<file path="src/rtl/alu32.sv">
// 32-bit add/sub/and/or ALU with NZCV flags and a clocked flag register.
// Build macro ALU_FLAGS_EN compiles in the flags; otherwise they read zero.
module alu32 (
    input  logic        clk,
    input  logic        reset_n,
    input  logic [31:0] a,
    input  logic [31:0] b,
    input  logic [1:0]  ALUControl,
    input  logic        flags_we,
    output logic [31:0] y,
    output logic [3:0]  ALUFlags,
    output logic [3:0]  flags_q
);

    logic [31:0] b_eff;
    logic [32:0] sum;

    // Subtract reuses the adder: a + ~b + 1.
    assign b_eff = ALUControl[0] ? ~b : b;
    assign sum   = {1'b0, a} + {1'b0, b_eff} + {32'b0, ALUControl[0]};

    always_comb begin
        y = 32'h0;
        unique case (ALUControl)
            2'b00:   y = sum[31:0];
            2'b01:   y = sum[31:0];
            2'b10:   y = a & b;
            2'b11:   y = a | b;
            default: y = 32'h0;
        endcase
    end

`ifdef ALU_FLAGS_EN
    logic       arith;
    logic       n_flag;
    logic       z_flag;
    logic       c_flag;
    logic       v_flag;
    logic [3:0] flags_d;

    assign arith  = ~ALUControl[1];
    assign n_flag = y[31];
    assign z_flag = (y == 32'h0);
    assign c_flag = arith & sum[32];
    assign v_flag = arith & (a[31] == b_eff[31]) & (sum[31] != a[31]);

    assign ALUFlags = {n_flag, z_flag, c_flag, v_flag};

    always_comb begin
        flags_d = flags_q;
        if (flags_we) flags_d = ALUFlags;
    end

    always_ff @(posedge clk or negedge reset_n) begin
        if (!reset_n) flags_q <= 4'b0000;
        else          flags_q <= flags_d;
    end
`else
    logic unused_sig;

    assign ALUFlags   = 4'b0000;
    assign flags_q    = 4'b0000;
    assign unused_sig = ^{clk, reset_n, flags_we, sum[32]};
`endif

endmodule

</file>
<file path="config.mk">
export PLATFORM = sky130hd
export DESIGN_NAME = alu32
export DESIGN_NICKNAME = d
export VERILOG_FILES = /design/src/rtl/alu32.sv
export SDC_FILE = /design/constraint.sdc
export NUM_CORES = 1
export LEC_CHECK = 0
export ABC_AREA = 1
export CELL_PAD_IN_SITES_DETAIL_PLACEMENT = 1
export CELL_PAD_IN_SITES_GLOBAL_PLACEMENT = 2
export CORE_MARGIN = 2
export CORE_UTILIZATION = 22
export DETAILED_ROUTE_END_ITERATION = 7
export GPL_TIMING_DRIVEN = 0
export MAX_ROUTING_LAYER = met4
export PLACE_DENSITY = 0.86
export SYNTH_ARGS = -nofsm -noshare
export SYNTH_HDL_FRONTEND = slang
export SYNTH_SLANG_ARGS = --single-unit
</file>
<file path="constraint.sdc">
create_clock -name vclk -period 3.9
set_input_delay 0.78 -clock vclk [all_inputs]
set_output_delay 0.78 -clock vclk [all_outputs]
set_load 0.02 [all_outputs]
</file>
==> metrics.md <==
| Metric | Value |
|---|---|
| Drt total wl | ~15000 um |
| RSZ-0062 raised after global routing | true |
| Period utilization | between 90 and 100% |
| Cell Area, Placed | 4536 sq um |
| Yosys cell types | 31 |
| Pleak | roughly 2.8 nW |
| Hold_buf cts | 0 |
| Vias in the first global route | between 4000 and 5000 |
| Core Footprint | roughly 15000 sq um |
| Initial Util | 22.68% |
| Drt wl/cell | about 15 um |
| Min Tclk post-route | between 3 and 4 ns |
| Seq/Total Area, Yosys | 0% |
| Arr. time, crit path | approximately 3.0 ns |
| Clkbuf count | 0 |
| Power density over cell area | 188.3 nW/um^2 |
| DP HPWL | between 10000 and 15000 um |
| Post-Synthesis Cells | 708 |
| Die area | around 16000 sq um |
| Post-route cell area | slightly above 5000 sq um |
| VDD IR max | between 0.00004 and 0.00005 V |
| GR Util All Layers | between 10% and 20% |
| Area Growth Syn to Fin | 55.75% |
| Outcome | complete, no violations |
| Rows | between 40 and 50 |
| Total global routing overflow | 0 |
| Antenna-violating nets left | 0 |
| Pwr Total | roughly 0.97 mW |
| Max_cap viols | 0 |
| Largest net degree at the start of global routing | 11 |
| Final core occ | between 30% and 40% |
| First-pass GRT wire length | about 23000 um |
| Final Hold Fails | 0 |
| Routability cong. | just under 0.9 |
| Antenna violations before repair | 0 |
| Mean post-synth cell area | ~4.7 sq um |
| Via density | 4.513 |
| CP startpoint kind | input port |
| Commonest non-fill, non-tap cells in the layout | nand2_1 (188), inv_1 (129), nor2_1 (111), clkdlybuf4s50_1 (64), o21ai_0 (40) |
| Highest clock rate | about 260 MHz |
| Diode count | 0 |
| Pre-antenna DRT Iters | 4 |
| Die Ht | 126.6 um |
| Synthesized area | 3308 sq um |
| HP Class | input port to output port |
| Worst-Margin Slew | between 0.8 and 0.9 ns |
| Headroom to the max-slew limit | 40.07% |
| Crit. End Element | output port |
| Leading cell type in the layout, fill and taps excluded | nand2_1 |
| Final Max Slew Viols | 0 |
| Yosys warning total | 0 |
| Die span in x | approximately 130 um |
| Ports | between 100 and 150 |
| FFs & Latches | 0 |
| Initial DRC Count | about 160 |
| Crit Path Class | input port to output port |
| FF/Latch Area | 0 sq um |
| Worst hold slack | roughly 2.1 ns |
| NumNets Final | just over 900 |
| Share of cells above drive strength 1 | between 20% and 30% |
| Final setup fails | 0 |
| CP Data Required Time | around 3.1 ns |
| # port buffers | 97 |
| Crit-path max FO | 4 |
| Via count | 4540 |
| DRC violations left | 0 |
## cell usage after synthesis
cell type  number  area [sq um]
buf_2           1         5.000
buf_4           8         60.06
nand2_1       221         829.6
o31ai_1         5         37.54
inv_2           1         3.750
nand2_2         4         25.02
inv_1         134         503.0
o21ai_2         1         8.760
conb_1          1         3.750
nor3_1          6         30.03
nand3_1        25         125.1
o21bai_1        4         30.03
nand4_1         2         12.51
fa_1            1         20.02
xnor2_1         5         43.79
or2_2           2         12.51
nand3b_1        3         22.52
o21ai_0        53         265.3
a21oi_1        31         155.2
o21ai_1         3         15.01
and2_1          1         6.260
clkbuf_1       10         37.54
o22ai_1         1         6.260
ha_1           33         412.9
a211oi_1        2         15.01
xor2_1          7         61.31
o211ai_1        1         7.510
buf_6           1         11.26
nor2_1        138         518.0
buf_1           1         3.750
nand3_2         2         20.02
## layer usage
layer | wire [um] | global-route usage [%] | vias up
met5 | 0 | - | -
met4 | 53 | 1.099 | 0
met3 | 309 | 0.8013 | 3
met2 | 6771 | 30.01 | 58
met1 | 7733 | 25.34 | 2086
li1 | - | - | 2393
## through the flow
step | std cells | setup TNS [ns] | worst slack (ns)
finish | 1006 | 0 | 0.09903
detailed placement | 996 | -21.02 | -0.9332
CTS | 997 | -0.1153 | -0.08483
global route | 1006 | -0.4429 | -0.1180
floorplan | 715 | 0 | 0.2677
global placement | 996 | -20.66 | -0.9057
## final timing paths
check	from	slack, ns	cells after the start	endpoint
min	ALUControl[0]	2.07	6	y[31]
max	a[0]	0.1	14	y[14]
## what timing repair did
item	in CTS	in global routing
gates cloned	0	0
resized for setup	112	168
endpoints found under the setup margin	30	28
pin swaps	8	37
buffers inserted	1	9
## power by group
group / leakage, nW / switching, mW / total (mW) / internal (mW)
clock: 0 / 0 / 0 / 0
combinational: 2.75 / 0.577 / 0.970 / 0.393
sequential: 0 / 0 / 0 / 0
total: 2.75 / 0.577 / 0.970 / 0.393
## area by class of cell
type / instances / area [sq um]
multi-input combinational: 559 / 3304
tap: 184 / 230.2
buffer: 21 / 137.6
timing repair buffer: 107 / 973.4
inverter: 135 / 506.7
fill: 1988 / 9437
## logic make-up after synthesis
logic type	share of synthesized area, %
and+or+nand+nor	48.41
buffers and inverters	18.87
AOI/OAI and AO/OA	16.34
adders and majority gates	13.09
xor gates and xnor gates	3.177
other	0.1134
## critical path, stage by stage
cell and delay, ns:
clkdlybuf4s50_1 0.50, nand2_2 0.08, nand2_2 0.09, inv_1 0.06, fa_2 0.39, o21ai_4 0.27
nand2_2 0.09, nand2_2 0.08, nand2_2 0.07, nand2_4 0.08, buf_4 0.11, xnor2_1 0.14
o21ai_1 0.08, buf_2 0.19
(Power assumes the default switching activity.)
